### config.mk
export PLATFORM = sky130hd
export DESIGN_NAME = vga_score_ctrl_flat
export DESIGN_NICKNAME = d
export VERILOG_FILES = /design/src/rtl/vga_score_ctrl_if.sv /design/src/rtl/vga_score_ctrl.sv /design/src/flat_wrapper.sv
export SDC_FILE = /design/constraint.sdc
export NUM_CORES = 1
export LEC_CHECK = 0
export ABC_AREA = 1
export CORE_MARGIN = 2
export CORE_UTILIZATION = 42
export DETAILED_ROUTE_END_ITERATION = 8
export PLACE_DENSITY = 0.81
export SLEW_MARGIN = 5
export SYNTH_ARGS = -nofsm -noshare
export SYNTH_HDL_FRONTEND = slang
export SYNTH_SLANG_ARGS = --single-unit
### constraint.sdc
create_clock -name clk -period 2.2 [get_ports clk]
set_input_delay 0.44 -clock clk [delete_from_list [all_inputs] [get_ports clk]]
set_output_delay 0.44 -clock clk [all_outputs]
set_load 0.05 [all_outputs]
### src/rtl/vga_score_ctrl_if.sv
// vga_score_ctrl_if: score/scan bus between the scan generator and vga_score_ctrl
interface vga_score_ctrl_if;
   logic        inc;
   logic        clear;
   logic        frame_start;
   logic [9:0]  row;
   logic [9:0]  col;
   logic [11:0] score_bcd;
   logic        saturated;
   logic [3:0]  seg_digit;
   logic [9:0]  seg_row;
   logic [9:0]  seg_col;
   logic        seg_valid;
   logic [11:0] hi_bcd;
   modport master (output inc, clear, frame_start, row, col,
                   input score_bcd, saturated, seg_digit, seg_row, seg_col, seg_valid, hi_bcd);
   modport slave  (input inc, clear, frame_start, row, col,
                   output score_bcd, saturated, seg_digit, seg_row, seg_col, seg_valid, hi_bcd);
endinterface

### src/rtl/vga_score_ctrl.sv
// vga_score_ctrl: 3-digit BCD score with tear-free snapshot and digit-cell scheduler; VGA_HISCORE_EN adds a high-score register
module vga_score_ctrl #(
   parameter int XBASE  = 560,
   parameter int YBASE  = 16,
   parameter int PITCH  = 24,
   parameter int HEIGHT = 32
) (
   input logic clk,
   input logic reset_n,
   vga_score_ctrl_if.slave bus
);
   localparam logic [9:0] X0 = 10'(XBASE);
   localparam logic [9:0] X1 = 10'(XBASE + PITCH);
   localparam logic [9:0] X2 = 10'(XBASE + 2 * PITCH);
   localparam logic [9:0] X3 = 10'(XBASE + 3 * PITCH);
   localparam logic [9:0] Y0 = 10'(YBASE);
   localparam logic [9:0] Y1 = 10'(YBASE + HEIGHT);
   logic [11:0] score, disp, score_inc;
   logic        sat, in_row, c0, c1, c2, v;
   logic [3:0]  d, seg_digit;
   logic [9:0]  org, seg_row, seg_col;
   logic        seg_valid;
   // BCD +1 with per-digit wrap and carry
   always_comb begin
      sat = score == 12'h999;
      score_inc[3:0]  = score[3:0] == 4'd9 ? 4'd0 : score[3:0] + 4'd1;
      score_inc[7:4]  = score[3:0] != 4'd9 ? score[7:4] : score[7:4] == 4'd9 ? 4'd0 : score[7:4] + 4'd1;
      score_inc[11:8] = score[7:0] == 8'h99 ? score[11:8] + 4'd1 : score[11:8];
   end
   // score counter (clear wins over inc) and frame snapshot of the pre-update score
   always_ff @(posedge clk) begin
      if (!reset_n) begin
         score <= '0;
         disp  <= '0;
      end else begin
         if (bus.frame_start) disp <= score;
         if (bus.clear) score <= '0;
         else if (bus.inc && !sat) score <= score_inc;
      end
   end
   // cell decode against the snapshot, with leading-zero blanking
   always_comb begin
      in_row = bus.row >= Y0 && bus.row < Y1;
      c0 = in_row && bus.col >= X0 && bus.col < X1;
      c1 = in_row && bus.col >= X1 && bus.col < X2;
      c2 = in_row && bus.col >= X2 && bus.col < X3;
      org = c0 ? X0 : c1 ? X1 : X2;
      d = c0 ? disp[11:8] : c1 ? disp[7:4] : disp[3:0];
      v = c0 ? disp[11:8] != 4'd0 : c1 ? disp[11:4] != 8'd0 : c2;
   end
   // one-stage renderer pipeline; outside the field everything reads zero
   always_ff @(posedge clk) begin
      if (!reset_n) begin
         seg_digit <= '0;
         seg_row   <= '0;
         seg_col   <= '0;
         seg_valid <= 1'b0;
      end else begin
         seg_digit <= (c0 | c1 | c2) ? d : 4'd0;
         seg_row   <= (c0 | c1 | c2) ? bus.row - Y0 : 10'd0;
         seg_col   <= (c0 | c1 | c2) ? bus.col - org : 10'd0;
         seg_valid <= v;
      end
   end
   assign bus.score_bcd = score;
   assign bus.saturated = sat;
   assign bus.seg_digit = seg_digit;
   assign bus.seg_row   = seg_row;
   assign bus.seg_col   = seg_col;
   assign bus.seg_valid = seg_valid;
`ifdef VGA_HISCORE_EN
   logic [11:0] hi;
   // high score captures the finishing score on clear; digit-wise BCD order equals binary order
   always_ff @(posedge clk) begin
      if (!reset_n) hi <= '0;
      else if (bus.clear && score > hi) hi <= score;
   end
   assign bus.hi_bcd = hi;
`else
   assign bus.hi_bcd = 12'h000;
`endif
endmodule

### src/flat_wrapper.sv
// flat-port wrapper written by rule: the top's interface ports become plain ports
module vga_score_ctrl_flat 
#(
   parameter int XBASE  = 560,
   parameter int YBASE  = 16,
   parameter int PITCH  = 24,
   parameter int HEIGHT = 32
)
  (clk, reset_n, bus_inc, bus_clear, bus_frame_start, bus_row, bus_col, bus_score_bcd, bus_saturated, bus_seg_digit, bus_seg_row, bus_seg_col, bus_seg_valid, bus_hi_bcd);
  vga_score_ctrl_if bus_i ();
  input logic clk;
  input logic reset_n;
  input wire logic [$bits(bus_i.inc)-1:0] bus_inc;
  input wire logic [$bits(bus_i.clear)-1:0] bus_clear;
  input wire logic [$bits(bus_i.frame_start)-1:0] bus_frame_start;
  input wire logic [$bits(bus_i.row)-1:0] bus_row;
  input wire logic [$bits(bus_i.col)-1:0] bus_col;
  output wire logic [$bits(bus_i.score_bcd)-1:0] bus_score_bcd;
  output wire logic [$bits(bus_i.saturated)-1:0] bus_saturated;
  output wire logic [$bits(bus_i.seg_digit)-1:0] bus_seg_digit;
  output wire logic [$bits(bus_i.seg_row)-1:0] bus_seg_row;
  output wire logic [$bits(bus_i.seg_col)-1:0] bus_seg_col;
  output wire logic [$bits(bus_i.seg_valid)-1:0] bus_seg_valid;
  output wire logic [$bits(bus_i.hi_bcd)-1:0] bus_hi_bcd;
  assign bus_i.inc = bus_inc;
  assign bus_i.clear = bus_clear;
  assign bus_i.frame_start = bus_frame_start;
  assign bus_i.row = bus_row;
  assign bus_i.col = bus_col;
  assign bus_score_bcd = bus_i.score_bcd;
  assign bus_saturated = bus_i.saturated;
  assign bus_seg_digit = bus_i.seg_digit;
  assign bus_seg_row = bus_i.seg_row;
  assign bus_seg_col = bus_i.seg_col;
  assign bus_seg_valid = bus_i.seg_valid;
  assign bus_hi_bcd = bus_i.hi_bcd;
  vga_score_ctrl #(.XBASE(XBASE), .YBASE(YBASE), .PITCH(PITCH), .HEIGHT(HEIGHT)) u_core (.clk(clk), .reset_n(reset_n), .bus(bus_i));
endmodule
==> flow_metrics.py <==
metrics = {
    "run_status": {
        "outcome": "finished clean",
    },
    "critical_path": {
        "crit_fanout": 3,
        "worstPathRequired_ps": 2380,
        "start_kind": "primary input",
        "path_cells": "dlygate4sd2_1 -> nor2_4 -> nand2_2 -> nor2_4 -> nand4_4 -> inv_2 -> ha_4 -> inv_2 -> fa_2 -> a21oi_2 -> o21ai_1 -> xor2_1 -> inv_1 -> nor2_1",
        "critPathKind": "in -> reg",
        "critPathCaptureType": "register",
        "cpLargestDelayFamily": "simple AND/OR/NAND/NOR gates",
        "critPathArrivalTime_ps": 2320,
        "cp_num_buf_inv": 4,
        "crit_slowest_cell": "fa_2",
        "critical-path-max-stage-delay_ps": 360,
    },
    "job": {
        "drv_cap": 0,
    },
    "layout": {
        "mostFrequentLayoutCell": "dfxtp_1",
        "diodes": 0,
        "mostFrequentLayoutCells": "49 x dfxtp_1, 44 x clkdlybuf4s50_1, 43 x inv_1, 43 x nor2_1, 33 x buf_4",
        "fin_area_um2": 3370,
        "layout.nets": 437,
        "area_delta_synth_final_pct": 43.4,
        "drive_above_1_share": 0.201,
    },
    "global_routing": {
        "grt_util_all_layers": 0.176,
        "grt_max_degree": 25,
        "grt_pass1_wl_um": 8660,
        "grt_pass1_vias": 2062,
        "antenna_found_initial": 0,
        "grt-ovfl-total": 0,
    },
    "drt": {
        "avgViaCountPerCell": 4.58,
        "wl_per_cell_um": 11.3,
        "routed_wl_um": 5360,
        "ant_nets": 0,
        "vias": 2174,
        "drt_iter0_markers": 77,
        "firstDrtPassIters": 4,
        "drc": 0,
    },
    "sta": {
        "fmax_ghz": 0.469,
        "min_period_ps": 2130,
        "post-route-period-util": 0.969,
        "relSlewSlack": 0.651,
        "setup_viol": 0,
        "finalHoldViolations": 0,
        "final.setup.tns_ps": 0,
        "worst_pin_slew_ps": 522,
        "slew_violations": 0,
        "fin_skew_ps": 9.73,
    },
    "clock_network": {
        "cts.hold.buffers_added": 0,
        "clock_sinks": 49,
        "h-tree-depth": 2,
        "clockBufferDepth": 2,
        "path_clk_slew_ps": 90,
        "clock_latency_ps": 300,
        "cts-root-buf": "clkbuf_8",
        "tritoncts": "built",
        "cts_buffers": 5,
    },
    "place": {
        "finalWeightedCongestion": 0.767,
        "hpwl_um": 3950,
        "placed_cell_area_um2": 3180,
        "port_buffers": 62,
    },
    "yosys": {
        "yosysTopAreaCell": "dfxtp_1",
        "synth_top_area_share": 0.418,
        "syn_inst": 306,
        "synthTopCellsByArea": "dfxtp_1 42%, inv_1 7.8%, nor2_1 7.5%, nand2_1 5.6%, a21oi_1 4.9%",
        "syn_area_per_cell_um2": 7.67,
        "seq_area_frac_synth": 0.418,
        "synth.distinct_cells": 27,
        "syn_area_um2": 2350,
        "synth-seq-cells": 49,
        "yosys_warnings": 0,
    },
    "pwr": {
        "powerDensity_nw_per_um2": 493,
        "p_leak_uw": 0.00153,
        "ir_drop_v": 0.000343,
    },
    "floorplanning": {
        "die_h_um": 78.8,
        "design.core.area_um2": 5440,
        "initial_core_util": 0.432,
        "die_w_um": 78.8,
        "ios": 75,
        "rows": 27,
        "dieArea_um2": 6200,
    },
    "worst_hold_path": {
        "hold_path_class": "in -> reg",
    },
}
-- cells in the mapped netlist --
| cell | n |
|---|---|
| ha_1 | 9 |
| inv_2 | 1 |
| nor2_2 | 6 |
| nand3_1 | 15 |
| o21ai_0 | 21 |
| nand4_1 | 7 |
| a21oi_4 | 1 |
| inv_1 | 49 |
| a21oi_1 | 23 |
| buf_4 | 12 |
| clkbuf_1 | 3 |
| nand4_4 | 1 |
| buf_6 | 2 |
| nand3_2 | 3 |
| nand3b_1 | 2 |
| nor3_1 | 2 |
| xnor2_1 | 2 |
| conb_1 | 1 |
| nor2_4 | 2 |
| xor2_1 | 6 |
| nand2_1 | 35 |
| nor4_1 | 3 |
| nand2_4 | 2 |
| nor3b_1 | 1 |
| fa_1 | 1 |
| nor2_1 | 47 |
| dfxtp_1 | 49 |
-- final timing paths --
path	from	endpoint	slack [ps]	cells past startpoint
min	bus_row[4]	u_core.bus.seg_row[4]	370	2
max	bus_col[7]	u_core.bus.seg_col[9]	70	14
max reg2reg	u_core.bus.score_bcd[9]	u_core.bus.score_bcd[8]	480	10
min reg2reg	u_core.disp[1]	u_core.disp[1]	460	2
-- through the flow --
stage / cells / hold slack (ps) / util / power (µW) / setup slack, ps
after floorplan: 317 / 434 / - / 1080 / -2.70
after detailed placement: 459 / 453 / 0.585 / 1170 / -694
after global routing: 475 / 365 / 0.619 / 1730 / -7.79
after global placement: 459 / 447 / 0.585 / 1170 / -583
final: 475 / 366 / 0.619 / 1660 / 68.7
after CTS: 475 / 356 / 0.613 / 1660 / 37.1
-- registers in the layout (all words and copies together), names as in the netlist --
signal                count
u_core.bus.score_bcd     12
u_core.bus.seg_col       10
u_core.disp              12
u_core.bus.seg_row       10
u_core.bus.seg_digit      4
u_core.bus.seg_valid      1
-- final cells by class --
type | instances | area [µm²]
clock inverter | 2 | 10.0
inverter | 50 | 188
timing repair buffer | 95 | 853
sequential | 49 | 981
tap | 72 | 90.1
multi-input combinational | 201 | 1170
fill | 499 | 2070
clock buffer | 6 | 72.6
-- kinds of logic after synthesis --
family                     synth area share
adders and majority gates            0.0565
DFF                                   0.418
buffers and inverters                 0.133
xor gates and xnor gates             0.0299
AOI/OAI and AO/OA                     0.101
and+or+nand+nor                       0.261
other                               0.00160
-- per-layer routing --
layer  vias up  global-route usage  share of wire
met3         6              0.0580          0.073
met4         0              0.0491          0.014
met1       964               0.193           0.42
met5         -                   0              0
met2        69               0.322           0.50
li1       1135                   -              -
-- report_power, final --
| group | switching (µW) | internal (µW) | total [µW] |
|---|---|---|---|
| logic | 155 | 98.2 | 253 |
| clock network | 276 | 220 | 497 |
| registers | 8.34 | 900 | 908 |
-- worst reg2reg max path, delay by kind of cell (launching register included) --
kind	cells	cell delay (ps)
AND/OR/NAND/NOR	5	620
flip-flops	1	400
AO/OA/AOI/OAI	1	120
buffers and inverters	3	350
adder cells (fa/ha/maj)	1	180
-- repair_timing --
action / 4_1_cts / 5_1_grt
resized for setup: 36 / 6
buffers inserted: 8 / 0
setup endpoints to repair: 6 / 4
pin swaps: 16 / 10
No activity file was read; power rests on OpenSTA's default activity.
==> patch 1, RTL diff (config.mk and constraints unchanged) <==
The option `VGA_HISCORE_EN` is turned on by a define.
--- a/src/rtl/vga_score_ctrl.sv
+++ b/src/rtl/vga_score_ctrl.sv
@@ -1,4 +1,6 @@
 // vga_score_ctrl: 3-digit BCD score with tear-free snapshot and digit-cell scheduler; VGA_HISCORE_EN adds a high-score register
+`define VGA_HISCORE_EN
+
 module vga_score_ctrl #(
    parameter int XBASE  = 560,
    parameter int YBASE  = 16,
Function: changed (a bounded check fails within 4 cycles, from zero or initial values and one cycle with reset_n low).
==> patch 1 against the unedited design <==
Sequential cell count up 12; clock skew down 0.0021 ns; via count up 45%; wire length up 53%; combinational power rose to 5.1 times the old value; clock power up 71%; cell area up 34%; first-iteration DRC count up 38%; worst setup slack better by 0.023 ns; synthesized area up 33%; power up 100%.
==> patch 1: results <==
set metrics [dict create \
    status "finished clean" \
    synth_area_leaders "dfxtp_1 39%, ha_1 8.4%, nand2_1 7.4%, a21oi_1 6.6%, inv_1 6.5%" \
    critical_path.top_delay_family "buffers and inverters" \
    clk_pin_slew_ns 0.06 \
    place_hpwl_um 5930 \
    use_met2 0.365 \
    post_cts_resized 28 \
    synth_xor_area_frac 0.0141 \
    post_drt_wl_per_cell_um 12.8 \
    clk_latency_ns 0.33 \
    arrival_ns 1.67 \
    drive_gt1_frac 0.234 \
    cpPeakStageDelay_ns 0.79 \
    htreeDepth 3 \
    crit_path_end "bus_score_bcd[8]" \
    peakVddDrop_uv 777 \
    wl_met2_um 4110 \
    cts_setup_buffers 10 \
    numPlacedInstances 613 \
    p_leak_nw 1.96 \
    p_sw_frac 0.377 \
    grt_pass1_wl_um 13800 \
    fillCellCount 620 \
    vias_per_cell 4.92 \
    synth_cell_types 32 \
    crit_slowest_cell "clkdlybuf4s50_1" \
    cts_inserted_buffers 9 \
    p_clk_frac 0.253 \
    ys_seq_area_frac 0.392 \
    met3_usage 0.0645 \
    critPathLaunch "u_core.bus.score_bcd[8]" \
    synth_common_cells "61 x dfxtp_1, 61 x nand2_1, 54 x inv_1, 45 x nor2_1, 41 x a21oi_1" \
    synth_adder_area_share 0.0908 \
    reg2reg_to "u_core.bus.hi_bcd[1]" \
    gp_congestion 0.884 \
    pg_seq_mw 1.24 \
    dr_wl_met3_um 494 \
    r2r_slack_ns 0.34 \
]
[patch 1: stage by stage]
stage / utilization / hold slack, ns / area, µm² / setup slack, ns / setup TNS, ns
after floorplan: - / 0.490 / 3120 / 0.00181 / 0
after global placement: 0.581 / 0.492 / 4190 / -0.511 / -4.33
after detailed placement: 0.581 / 0.497 / 4190 / -0.603 / -5.84
after CTS: 0.617 / 0.472 / 4450 / 0.0207 / 0
after global routing: 0.624 / 0.314 / 4500 / -0.00407 / -0.00407
final: 0.624 / 0.324 / 4500 / 0.0917 / 0
[patch 1: worst register-to-register path, delay by kind of cell, from the launching register on]
family	cells	cell delay, ns
AND/OR/NAND/NOR	4	0.45
AO/OA/AOI/OAI	2	0.42
flip-flops	1	0.35
adder cells (fa/ha/maj)	1	0.28
buffers and inverters	2	0.25
[patch 1: area by class of cell]
type,instances,area share
Clock buffer,12,0.0344
Multi-Input combinational cell,284,0.378
Timing Repair Buffer,120,0.237
Clock inverter,2,0.00222
Sequential cell,61,0.271
Inverter,60,0.0500
Tap cell,99,0.0275
==> patch 2, RTL diff (config.mk and constraints unchanged) <==
Without the edit above. `PITCH` is set to 24 in 2 places; all go to 12.
--- a/src/rtl/vga_score_ctrl.sv
+++ b/src/rtl/vga_score_ctrl.sv
@@ -2,7 +2,7 @@
 module vga_score_ctrl #(
    parameter int XBASE  = 560,
    parameter int YBASE  = 16,
-   parameter int PITCH  = 24,
+   parameter int PITCH  = 12,
    parameter int HEIGHT = 32
 ) (
    input logic clk,
--- a/src/flat_wrapper.sv
+++ b/src/flat_wrapper.sv
@@ -3,7 +3,7 @@
 #(
    parameter int XBASE  = 560,
    parameter int YBASE  = 16,
-   parameter int PITCH  = 24,
+   parameter int PITCH  = 12,
    parameter int HEIGHT = 32
 )
   (clk, reset_n, bus_inc, bus_clear, bus_frame_start, bus_row, bus_col, bus_score_bcd, bus_saturated, bus_seg_digit, bus_seg_row, bus_seg_col, bus_seg_valid, bus_hi_bcd);
Formal check against the unedited RTL: not equivalent (a bounded check fails within 4 cycles, from zero or initial values and one cycle with reset_n low).
==> patch 2 against the unedited design <==
Power rose by 4.4%; first-iteration DRC count increased by 27%; hold slack gained 0.0040 ns; combinational power rose by 13%; synthesized area rose by 3.2%; core utilization grew 2.8 points; worst setup slack got worse by 0.017 ns; global-route usage is 1.2 points higher; non-clock buffer count increased by 2; die area rose by 3.0%; critical path type unchanged; register-to-register slack got worse by 0.05 ns; wire length is 15% higher; cell area up 6.5%; critical endpoint is now u_core.bus.seg_col[6]; sequential cell count is the same.
==> patch 2: results <==
set metrics [dict create \
    synth-compound-area-share 0.145 \
    peakVddDrop_uv 320 \
    fin_nets 457 \
    synth_cell_types 40 \
    dpl_worst_slack_ns -0.690 \
    layoutNonFillerInstCount 496 \
    arrival_ns 2.40 \
    tightest_slew_ns 0.655 \
    synth_xor_area_frac 0.00723 \
    synth_area_leaders "dfxtp_1 40%, inv_1 7.7%, nor2_1 7.7%, a21oi_1 6.8%, nand2_1 6.5%" \
    post_drt_wl_per_cell_um 12.4 \
    io_buffers 62 \
    drt_iter0_markers 98 \
    vias 2372 \
    grt_pass1_wl_um 9580 \
    grt_usage 0.188 \
    critical_path.top_delay_family "adder cells" \
    grt_pass1_vias 2223 \
    fin_skew_ns 0.00958 \
    synth_common_cells "50 x inv_1, 50 x nor2_1, 49 x dfxtp_1, 42 x nand2_1, 33 x a21oi_1" \
    placedInstanceArea_um2 3360 \
    p_leak_nw 1.69 \
    numPlacedInstances 483 \
    post_cts_resized 7 \
    syn_inst 325 \
    ys_seq_area_frac 0.405 \
    status "finished clean" \
    drive_gt1_frac 0.226 \
    p_sw_frac 0.285 \
    cts_setup_buffers 4 \
    gp_congestion 0.839 \
    synth_adder_area_share 0.0496 \
    place_hpwl_um 4470 \
]
[patch 2: cell count changes after synthesis, moves of 4 or more]
| cell | delta |
|---|---|
| a21oi_1 | +10 |
| o21ai_0 | -4 |
| xor2_1 | -4 |
| nor3_1 | +4 |
| nand3_1 | -7 |
| nand4_1 | -4 |
| nand2_1 | +7 |
[patch 2: area by class of cell]
type / count / area [µm²]
multi-input combinational: 216 / 1280
timing repair buffer: 97 / 917
clock inverter: 3 / 22.5
fill: 458 / 1950
inverter: 54 / 223
tap: 72 / 90.1
clock buffer: 5 / 68.8
sequential: 49 / 981
[patch 2: logic make-up after synthesis]
| logic type | count (synthesis) |
|---|---|
| fa+ha+maj | 9 |
| xor+xnor | 2 |
| buf+inv | 71 |
| flops | 49 |
| other cells | 1 |
| compound gates | 61 |
| simple gates | 132 |
[patch 2: power by group through the flow]
stage | logic, mW | registers, mW | clock network, mW
3_3_place_gp | 0.265 | 0.929 | 0
2_1_floorplan | 0.160 | 0.940 | 0
3_5_place_dp | 0.269 | 0.929 | 0
6_report | 0.287 | 0.908 | 0.536
5_1_grt | 0.312 | 0.910 | 0.586
4_1_cts | 0.275 | 0.908 | 0.557
[patch 2: path summary, 6_finish.rpt]
check / endpoint / depth (start not counted) / start / slack [ns]
max: u_core.bus.seg_col[6] / 17 / bus_row[5] / 0.05
min: u_core.bus.seg_row[4] / 2 / bus_row[4] / 0.37
max reg2reg: u_core.bus.score_bcd[10] / 10 / u_core.bus.score_bcd[9] / 0.43
min reg2reg: u_core.bus.score_bcd[6] / 2 / u_core.bus.score_bcd[6] / 0.52
[patch 2: routing by layer]
metal,vias up,track usage,wire (µm),part of all wire
met5,-,0,0,0
met4,0,0.0593,161,0.026
met2,89,0.325,2950,0.48
li1,1202,-,-,-
met3,16,0.0373,372,0.061
met1,1065,0.232,2660,0.43
